`config.mk`:
```
export PLATFORM = sky130hd
export DESIGN_NAME = sevenseg_scan_decoder
export DESIGN_NICKNAME = d
export VERILOG_FILES = /design/src/rtl/sevenseg_scan_decoder.sv
export SDC_FILE = /design/constraint.sdc
export NUM_CORES = 1
export LEC_CHECK = 0
export CORE_UTILIZATION = 45
export DETAILED_ROUTE_END_ITERATION = 7
export GPL_TIMING_DRIVEN = 0
export PLACE_DENSITY = 0.71
export RECOVER_POWER = 100
export SLEW_MARGIN = 15
export SYNTH_ARGS = -nofsm -noshare
export SYNTH_HDL_FRONTEND = slang
export SYNTH_SLANG_ARGS = --single-unit
export TNS_END_PERCENT = 1
```
`constraint.sdc`:
```
create_clock -name clk -period 8 [get_ports clk]
set_input_delay 1.2 -clock clk [delete_from_list [all_inputs] [get_ports clk]]
set_output_delay 1.2 -clock clk [all_outputs]
set_load 0.02 [all_outputs]
```
`src/rtl/sevenseg_scan_decoder.sv`:
```
// Receiver for a two-digit multiplexed seven-segment display: debounces the
// anode/segment lines, decodes each lit digit and reassembles the shown byte.
module sevenseg_scan_decoder #(
    parameter int unsigned STABLE_CYCLES  = 4,
    parameter int unsigned TIMEOUT_CYCLES = 1000000,
    parameter bit          AN_ACTIVE_LOW  = 1'b1,
    parameter bit          SEG_ACTIVE_LOW = 1'b1
) (
    input  logic       clk,
    input  logic       rst,
    input  logic       an0,
    input  logic       an1,
    input  logic [6:0] seg,
    output logic [7:0] value,
    output logic       value_valid,
    output logic       digit_err,
    output logic       stale
);

    localparam int TW = (TIMEOUT_CYCLES > 2) ? $clog2(TIMEOUT_CYCLES) : 1;
    localparam logic [7:0]    STAB_LAST = 8'(STABLE_CYCLES - 1);
    localparam logic [TW-1:0] TO_LAST   = TW'(TIMEOUT_CYCLES - 1);

    localparam logic [1:0] S_SCAN  = 2'd0;
    localparam logic [1:0] S_HAVE0 = 2'd1;
    localparam logic [1:0] S_HAVE1 = 2'd2;
    localparam logic [1:0] S_EMIT  = 2'd3;

    logic [8:0]    sync1_q, sync2_q, prev_q;
    logic [7:0]    stab_q, stab_d;
    logic          done_q, done_d;
    logic [1:0]    state_q, state_d;
    logic [3:0]    lo_q, lo_d, hi_q, hi_d;
    logic [7:0]    value_q, value_d;
    logic          valid_q, valid_d, err_q, err_d, stale_q, stale_d, first_q, first_d;
    logic [TW-1:0] to_q, to_d;
    logic          pend_q, pend_d, pend_dig_q, pend_dig_d;
    logic [3:0]    pend_nib_q, pend_nib_d;

    logic       a0_n, a1_n, stable, accept, one_hot, hit, cap, ev, ev_dig;
    logic [6:0] seg_n;
    logic [3:0] nib, ev_nib;
    logic [7:0] new_byte;

    function automatic logic [4:0] decode(input logic [6:0] s);
        case (s)
            7'h3F: decode = 5'h10;  7'h06: decode = 5'h11;
            7'h5B: decode = 5'h12;  7'h4F: decode = 5'h13;
            7'h66: decode = 5'h14;  7'h6D: decode = 5'h15;
            7'h7D: decode = 5'h16;  7'h07: decode = 5'h17;
            7'h7F: decode = 5'h18;  7'h6F: decode = 5'h19;
            7'h77: decode = 5'h1A;  7'h7C: decode = 5'h1B;
            7'h39: decode = 5'h1C;  7'h5E: decode = 5'h1D;
            7'h79: decode = 5'h1E;  7'h71: decode = 5'h1F;
            default: decode = 5'h00;
        endcase
    endfunction

    assign a0_n    = sync2_q[8] ^ AN_ACTIVE_LOW;
    assign a1_n    = sync2_q[7] ^ AN_ACTIVE_LOW;
    assign seg_n   = sync2_q[6:0] ^ {7{SEG_ACTIVE_LOW}};
    assign stable  = (sync2_q == prev_q);
    // done_q limits acceptance to one per stable period while the counter sits saturated
    assign accept  = stable && (stab_q == STAB_LAST) && !done_q;
    assign one_hot = a0_n ^ a1_n;
    assign {hit, nib} = decode(seg_n);
    assign cap     = accept && one_hot && hit;
    assign ev      = cap || pend_q;
    assign ev_dig  = pend_q ? pend_dig_q : a1_n;
    assign ev_nib  = pend_q ? pend_nib_q : nib;

    always_comb begin
        stab_d     = stab_q;
        done_d     = done_q;
        state_d    = state_q;
        lo_d       = lo_q;
        hi_d       = hi_q;
        value_d    = value_q;
        valid_d    = 1'b0;
        err_d      = accept && one_hot && !hit;
        stale_d    = stale_q;
        first_d    = first_q;
        to_d       = to_q;
        pend_d     = 1'b0;
        pend_dig_d = pend_dig_q;
        pend_nib_d = pend_nib_q;
        new_byte   = 8'h00;

        if (!stable) begin
            stab_d = 8'h00;
            done_d = 1'b0;
        end else begin
            if (stab_q != STAB_LAST) stab_d = stab_q + 8'h01;
            if (accept) done_d = 1'b1;
        end

        case (state_q)
            S_SCAN: if (ev) begin
                if (ev_dig) begin hi_d = ev_nib; state_d = S_HAVE1; end
                else        begin lo_d = ev_nib; state_d = S_HAVE0; end
            end
            S_HAVE0: if (ev) begin
                if (ev_dig) begin hi_d = ev_nib; state_d = S_EMIT; end
                else        lo_d = ev_nib;
            end
            S_HAVE1: if (ev) begin
                if (!ev_dig) begin lo_d = ev_nib; state_d = S_EMIT; end
                else         hi_d = ev_nib;
            end
            default: begin
                // A capture landing on the emit cycle is replayed from S_SCAN next cycle
                state_d = S_SCAN;
                if (cap) begin
                    pend_d     = 1'b1;
                    pend_dig_d = a1_n;
                    pend_nib_d = nib;
                end
            end
        endcase

        // Outputs are registered on entry so the strobe cycle coincides with S_EMIT
        if (state_d == S_EMIT) begin
            new_byte = {hi_d, lo_d};
            to_d     = '0;
            stale_d  = 1'b0;
            if (first_q || (new_byte != value_q)) begin
                value_d = new_byte;
                valid_d = 1'b1;
                first_d = 1'b0;
            end
        end else begin
            if (to_q != TO_LAST) to_d = to_q + 1'b1;
            if (to_d == TO_LAST) stale_d = 1'b1;
        end
    end

    always_ff @(posedge clk or negedge rst) begin
        if (!rst) begin
            sync1_q    <= '0;
            sync2_q    <= '0;
            prev_q     <= '0;
            stab_q     <= '0;
            done_q     <= 1'b0;
            state_q    <= S_SCAN;
            lo_q       <= '0;
            hi_q       <= '0;
            value_q    <= '0;
            valid_q    <= 1'b0;
            err_q      <= 1'b0;
            stale_q    <= 1'b0;
            first_q    <= 1'b1;
            to_q       <= '0;
            pend_q     <= 1'b0;
            pend_dig_q <= 1'b0;
            pend_nib_q <= '0;
        end else begin
            sync1_q    <= {an0, an1, seg};
            sync2_q    <= sync1_q;
            prev_q     <= sync2_q;
            stab_q     <= stab_d;
            done_q     <= done_d;
            state_q    <= state_d;
            lo_q       <= lo_d;
            hi_q       <= hi_d;
            value_q    <= value_d;
            valid_q    <= valid_d;
            err_q      <= err_d;
            stale_q    <= stale_d;
            first_q    <= first_d;
            to_q       <= to_d;
            pend_q     <= pend_d;
            pend_dig_q <= pend_dig_d;
            pend_nib_q <= pend_nib_d;
        end
    end

    assign value       = value_q;
    assign value_valid = valid_q;
    assign digit_err   = err_q;
    assign stale       = stale_q;

endmodule

```
==> results of run 1 <==
## layout make-up
cell class	count	area (sq um)
clock inverters	5	83.8
repair buffers	22	208
clock buffers	11	151
plain buffers	19	82.6
fillers	789	4120
flip-flops and latches	84	2100
inverters	7	26.3
well taps	108	135
multi-input cells	275	1900
## flip-flops by register name (all words and copies together), names as in the netlist
signal       flops
to_q            20
prev_q           9
sync1_q          9
sync2_q          9
stab_q           8
value            8
hi_q             4
lo_q             4
pend_nib_q       4
state_q          2
digit_err        1
done_q           1
first_q          1
pend_dig_q       1
pend_q           1
stale            1
value_valid      1
## layer usage
metal	wire length, um	vias to the layer above	global-route usage, %
met5	0	-	0
met4	127	0	7.11
met1	3550	1413	22.0
met2	3580	42	27.8
li1	-	1421	-
met3	248	12	4.58
## stage by stage
| step | power, mW | hold WS (ns) | utilization, % |
|---|---|---|---|
| floorplan | 0.463 | 0.331 | - |
| global placement | 0.480 | 0.334 | 50.9 |
| detailed placement | 0.483 | 0.336 | 51.2 |
| CTS | 0.833 | 0.350 | 53.9 |
| global route | 0.855 | 0.364 | 53.3 |
| finish | 0.820 | 0.345 | 53.3 |
## worst paths after layout
path / slack [ns] / endpoint / from
worst max-delay path: 3.38 / to_q[10] / rst
worst min-delay path: 0.34 / sync2_q[1] / sync1_q[1]
worst max register to register: 3.55 / value[3] / sync2_q[0]
worst min register to register: 0.34 / sync2_q[1] / sync1_q[1]
max in group clk: 3.55 / value[3] / sync2_q[0]
min in group asynchronous: 1.15 / sync2_q[1] / rst
## power groups by stage
stage	Combinational (mW)	Sequential (mW)	Clock (mW)
floorplan	0.0196	0.443	0
global placement	0.0359	0.444	0
detailed placement	0.0382	0.445	0
CTS	0.0383	0.436	0.359
global route	0.0390	0.437	0.379
finish	0.0342	0.436	0.349
## logic make-up (layout without fill, tap and decap cells)
logic type,after synthesis,after routing,synth area share (%)
AOI/OAI and AO/OA,45,45,8.22
xor gates and xnor gates,48,48,10.2
adders and majority gates,2,2,0.604
buffers and inverters,26,64,2.78
DFF,84,84,50.8
muxes,21,21,5.68
and+or+nand+nor,159,159,21.8
## placed cells by master (no fill, tap or decap), types with 8 or more instances in the layout
| cell type | instances |
|---|---|
| a21oi_1 | 12 |
| and3_1 | 8 |
| clkbuf_1 | 14 |
| clkbuf_8 | 11 |
| dfrtp_1 | 83 |
| dlygate4sd3_1 | 20 |
| mux2_2 | 15 |
| nand2_1 | 18 |
| nand3_1 | 26 |
| nor2_1 | 43 |
| nor3_1 | 8 |
| xnor2_1 | 25 |
| xor2_1 | 23 |
==> flow_metrics.env, run 1 <==
export IMPL_status="complete, but fails checks"
export IMPL_violations="design-rule violations, max-capacitance violations, max-slew violations"
export IMPL_cts_setup_buffers=0
export IMPL_htree_levels=3
export IMPL_switching_power_mw=0.182
export IMPL_hold_depth=0
export IMPL_clock_latency_ns=0.36
export IMPL_crit_family="buffers and inverters"
export IMPL_viasPerCell=5.44
export IMPL_cts_tree="done"
export IMPL_slowest_stage="clkbuf_1"
export IMPL_place_ws_ns=4.30
export IMPL_cts_sinks=84
export IMPL_worst_setup_path_end_kind="async pin"
export IMPL_finalNetCount=431
export IMPL_io_pins=22
export IMPL_synth_area_sq_mm=0.00414
export IMPL_critPathLaunchType="input pin"
export IMPL_cp_depth=2
export IMPL_power_leakage_nw=2.11
export IMPL_synth_warnings=0
export IMPL_finClkSkew_ns=0.00950
export IMPL_period_share_pct=57.7
export IMPL_vdd_ir_drop_max_mv=0.0935
export IMPL_relSlewSlack_pct=-99.6
export IMPL_async_flop_share_pct=100
export IMPL_max_cap_violations=1
export IMPL_setup_violations=0
export IMPL_dp_cells=515
export IMPL_tightest_slew_ns=2.99
export IMPL_finalCriticalPeriod_ns=4.62
export IMPL_ys_top_cells_by_area="dfrtp_1 (50%), mux2_2 (5.4%), xnor2_1 (5.3%), xor2_1 (4.9%), nor2_1 (3.9%)"
export IMPL_place_congestion=0.824
export IMPL_drive_gt1_share_pct=12.5
export IMPL_dpl_instance_area_sq_mm=0.00451
export IMPL_hold_viol=0
export IMPL_grt_pass1_vias=2824
export IMPL_grtUsageTotal_pct=17.2
export IMPL_reg2reg_depth=10
export IMPL_pwr_share_clk_pct=42.6
export IMPL_first_pass_iters=6
export IMPL_synth_area_per_cell_sq_um=10.8
export IMPL_fin_area_sq_mm=0.00469
export IMPL_yosysMostFrequentCell="dfrtp_1"
export IMPL_vias=2888
export IMPL_worstPathMaxFanout=57
export IMPL_drt_iter0_drc=88
export IMPL_seqPwrFrac_pct=53.2
export IMPL_grt_pass1_wl_um=13100
export IMPL_synth_cell_type_count=63
export IMPL_place_hpwl_um=5250
export IMPL_instances_no_fill=531
export IMPL_hold_buffers=0
export IMPL_syn_nets=398
export IMPL_cpPeakStageDelay_ns=2.20
export IMPL_comb_power_share_pct=4.2
export IMPL_powerDensity_mw_per_mm2=175
export IMPL_synthTopCellsByCount="dfrtp_1 (83), nor2_1 (43), nand3_1 (26)"
export IMPL_dieWidth_um=97.9
export IMPL_syn_inst=385
export IMPL_synth_edf_count=0
export IMPL_tns_ns=0
export IMPL_die_area_sq_mm=0.00959
export IMPL_cp_required_ns=7.81
export IMPL_arrival_ns=4.43
export IMPL_cts_made_buffers=9
export IMPL_io_buffer_count=21
export IMPL_cts_max_path_buffers=2
export IMPL_die_h_um=97.9
export IMPL_antenna_found_initial=0
export IMPL_hp_class="reg2reg"
export IMPL_n_antenna_cell=0
export IMPL_cts_clk_slew_worst_paths_ns=0.09
export IMPL_postCtsResizedCells=0
export IMPL_wl_um=7510
export IMPL_path_cells="clkbuf_1 > clkbuf_1"
export IMPL_area_growth_pct=13.3
export IMPL_swShare_pct=22.2
export IMPL_wl_per_cell_um=14.1
export IMPL_slew_violations=58
export IMPL_rsz0062_at_grt="false"
export IMPL_grt_overflow_total=0
export IMPL_postLayoutSetupSlackWorst_ns=3.38
export IMPL_worst_setup_path_type="in2async"
export IMPL_cts_root_buf="clkbuf_8"
export IMPL_ys_ff_latch=84
export IMPL_cpMostUsedCell="clkbuf_1"
export IMPL_worst_path_buf_inv=2
export IMPL_ys_flop_type="dfrtp_1"
export IMPL_p_int_mw=0.637
export IMPL_core_sq_mm=0.00881
export IMPL_grt_max_degree=58
export IMPL_initial_core_util_pct=47.0
export IMPL_synth_yosys_seq_area_share_pct=50.8
export IMPL_route_detailed_drc=1
export IMPL_fmax_mhz=217
export IMPL_yosysTopAreaCell="dfrtp_1"
export IMPL_ant_nets=0
export IMPL_synth_top_cell_area_share_pct=50.2
export IMPL_row_count=34
No activity file was read; power rests on OpenSTA's default activity.
==> run 2, diff against run 1 <==
==> constraint.sdc (replaced) <==
create_clock -name clk -period 4.5 [get_ports clk]
set_input_delay 0.675 -clock clk [delete_from_list [all_inputs] [get_ports clk]]
set_output_delay 0.675 -clock clk [all_outputs]
set_load 0.02 [all_outputs]
==> run 2 against run 1 <==
The run still ends with design-rule violations, max-capacitance violations, max-slew violations left; worst setup slack worse by 2.8 ns; total power increased by 78%; non-clock buffer count unchanged; final cell count is the same; flip-flop and latch count unchanged; largest cell class unchanged; design area up 0.99%.
==> flow_metrics.env, run 2 (synthesis gave the netlist of run 1 again) <==
export IMPL_r2r_end="value[3]"
export IMPL_hold_depth=0
export IMPL_vias=2889
export IMPL_arrival_ns=4.14
export IMPL_area_growth_pct=14.4
export IMPL_power_leakage_nw=2.12
export IMPL_place_hpwl_um=5250
export IMPL_grt_pass1_vias=2824
export IMPL_finalNetCount=431
export IMPL_cts_tree="done"
export IMPL_die_area_sq_mm=0.00959
export IMPL_critPathLaunchType="flip-flop"
export IMPL_finalCriticalPeriod_ns=3.89
export IMPL_critical_path_endpoint="value[3]"
export IMPL_row_count=34
export IMPL_mostFrequentLayoutCell="dfrtp_1"
export IMPL_utilization_pct=53.8
export IMPL_io_pins=22
export IMPL_grt_max_degree=58
export IMPL_viasPerCell=5.44
export IMPL_cts_root_buf="clkbuf_8"
export IMPL_n_antenna_cell=0
export IMPL_cp_required_ns=4.75
export IMPL_rsz0062_at_grt="false"
export IMPL_dieWidth_um=97.9
export IMPL_drive_gt1_share_pct=14.4
export IMPL_cts_setup_buffers=0
export IMPL_layout_common_cells="dfrtp_1 (83), nor2_1 (43), nand3_1 (26)"
export IMPL_wl_per_cell_um=14.2
export IMPL_regArea_sq_mm=0.00210
export IMPL_io_buffer_count=21
export IMPL_antenna_found_initial=0
export IMPL_place_congestion=0.824
export IMPL_clock_latency_ns=0.36
export IMPL_regMostFlops="to_q"
export IMPL_r2r_slack_ns=0.61
export IMPL_worst_setup_path_type="reg2reg"
export IMPL_grt_pass1_wl_um=13100
export IMPL_setup_violations=0
export IMPL_grtUsageTotal_pct=17.2
export IMPL_initial_core_util_pct=47.0
export IMPL_reg2reg_depth=11
export IMPL_cts_max_path_buffers=2
export IMPL_violations="design-rule violations, max-capacitance violations, max-slew violations"
export IMPL_drt_iter0_drc=98
export IMPL_htree_levels=3
export IMPL_cts_sinks=84
export IMPL_tightest_slew_ns=1.54
export IMPL_status="complete, but fails checks"
export IMPL_cts_clk_slew_worst_paths_ns=0.09
export IMPL_worstPathMaxFanout=10
export IMPL_grt_overflow_total=0
export IMPL_largest_reg_flops=20
export IMPL_hold_viol=0
export IMPL_wl_um=7530
export IMPL_relSlewSlack_pct=-2.41
export IMPL_postCtsResizedCells=0
export IMPL_ant_nets=0
export IMPL_multiInputGateArea_sq_mm=0.00192
export IMPL_period_share_pct=86.5
export IMPL_max_cap_violations=1
export IMPL_hp_class="reg2reg"
export IMPL_crit_start="sync2_q[0]"
export IMPL_slew_violations=28
export IMPL_fmax_mhz=257
export IMPL_route_detailed_drc=1
export IMPL_vdd_ir_drop_max_mv=0.166
export IMPL_die_h_um=97.9
export IMPL_finClkSkew_ns=0.00939
export IMPL_powerDensity_mw_per_mm2=308
export IMPL_cts_made_buffers=9
export IMPL_core_sq_mm=0.00881
export IMPL_tns_ns=0
export IMPL_first_pass_iters=6
export IMPL_nFillCells=783
export IMPL_worst_setup_path_end_kind="flip-flop"
export IMPL_rr_startpoint="sync2_q[0]"
export IMPL_hold_buffers=0
## run 2: changes by cell type in the layout (fill, tap and decap cells not counted)
cell,previous run,this run
mux2_2,15,19
a41oi_1,1,0
mux2_1,5,1
buf_16,0,1
clkbuf_1,14,12
a41oi_2,0,1
buf_2,4,5
o31ai_1,4,3
o31ai_4,0,1
## run 2: layout make-up
cell class / count / share of cell area, %
Buffer: 19 / 1.77
Multi-Input combinational cell: 275 / 40.6
Tap cell: 108 / 2.85
Inverter: 7 / 0.555
Clock buffer: 11 / 3.20
Sequential cell: 84 / 44.4
Clock inverter: 5 / 1.77
Timing Repair Buffer: 22 / 4.89
## run 2: metrics by stage
step           total power, mW  setup slack [ns]  hold slack [ns]  cells  area [sq um]
2_1_floorplan            0.822              1.35            0.331    385          4140
3_3_place_gp             0.854            -0.177            0.334    514          4490
3_5_place_dp             0.858             0.800            0.336    515          4510
4_1_cts                   1.48             0.760            0.219    531          4750
5_1_grt                   1.52             0.283            0.364    531          4740
6_report                  1.46             0.608            0.346    531          4740
## run 2: report_power, final
group	total (mW)	internal (mW)	switching [mW]
sequential	0.775	0.766	0.00869
clock	0.621	0.344	0.277
combinational	0.0641	0.0256	0.0385
## run 2: worst min path at each step
stage	endpoint	start	slack, ns
after floorplan	sync2_q[0]	sync1_q[0]	0.33
after global placement	sync2_q[3]	sync1_q[3]	0.33
after detailed placement	sync2_q[8]	sync1_q[8]	0.34
after CTS	stab_q[0]	rst	0.22
after global routing	sync2_q[8]	sync1_q[8]	0.36
final	sync2_q[1]	sync1_q[1]	0.35
## run 2: critical path, stage by stage, from the launching register on
cell and delay [ns]:
dfrtp_1 0.48, clkbuf_1 0.40, xnor2_1 0.17, nand4_1 0.17, nor4_1 0.46, nand3b_4 0.15, o31ai_1 0.39, buf_2 0.31
mux2i_1 0.35, xor2_1 0.16, a41oi_2 0.35, mux2_2 0.38
## run 2: layer usage
metal | GRT usage [%] | share of wire (%) | vias to the layer above
li1 | - | - | 1422
met1 | 22.0 | 48 | 1410
met2 | 27.8 | 47 | 45
met3 | 4.58 | 3.3 | 12
met4 | 7.11 | 1.7 | 0
met5 | 0 | 0 | -
==> run 3, diff against run 2 <==
--- a/config.mk
+++ b/config.mk
@@ -10,7 +10,7 @@
 export GPL_TIMING_DRIVEN = 0
 export PLACE_DENSITY = 0.71
 export RECOVER_POWER = 100
-export SLEW_MARGIN = 15
+export SLEW_MARGIN = 5
 export SYNTH_ARGS = -nofsm -noshare
 export SYNTH_HDL_FRONTEND = slang
 export SYNTH_SLANG_ARGS = --single-unit
==> results of run 3 <==
The final DEF is identical to that of run 2; final timing and power are the same.
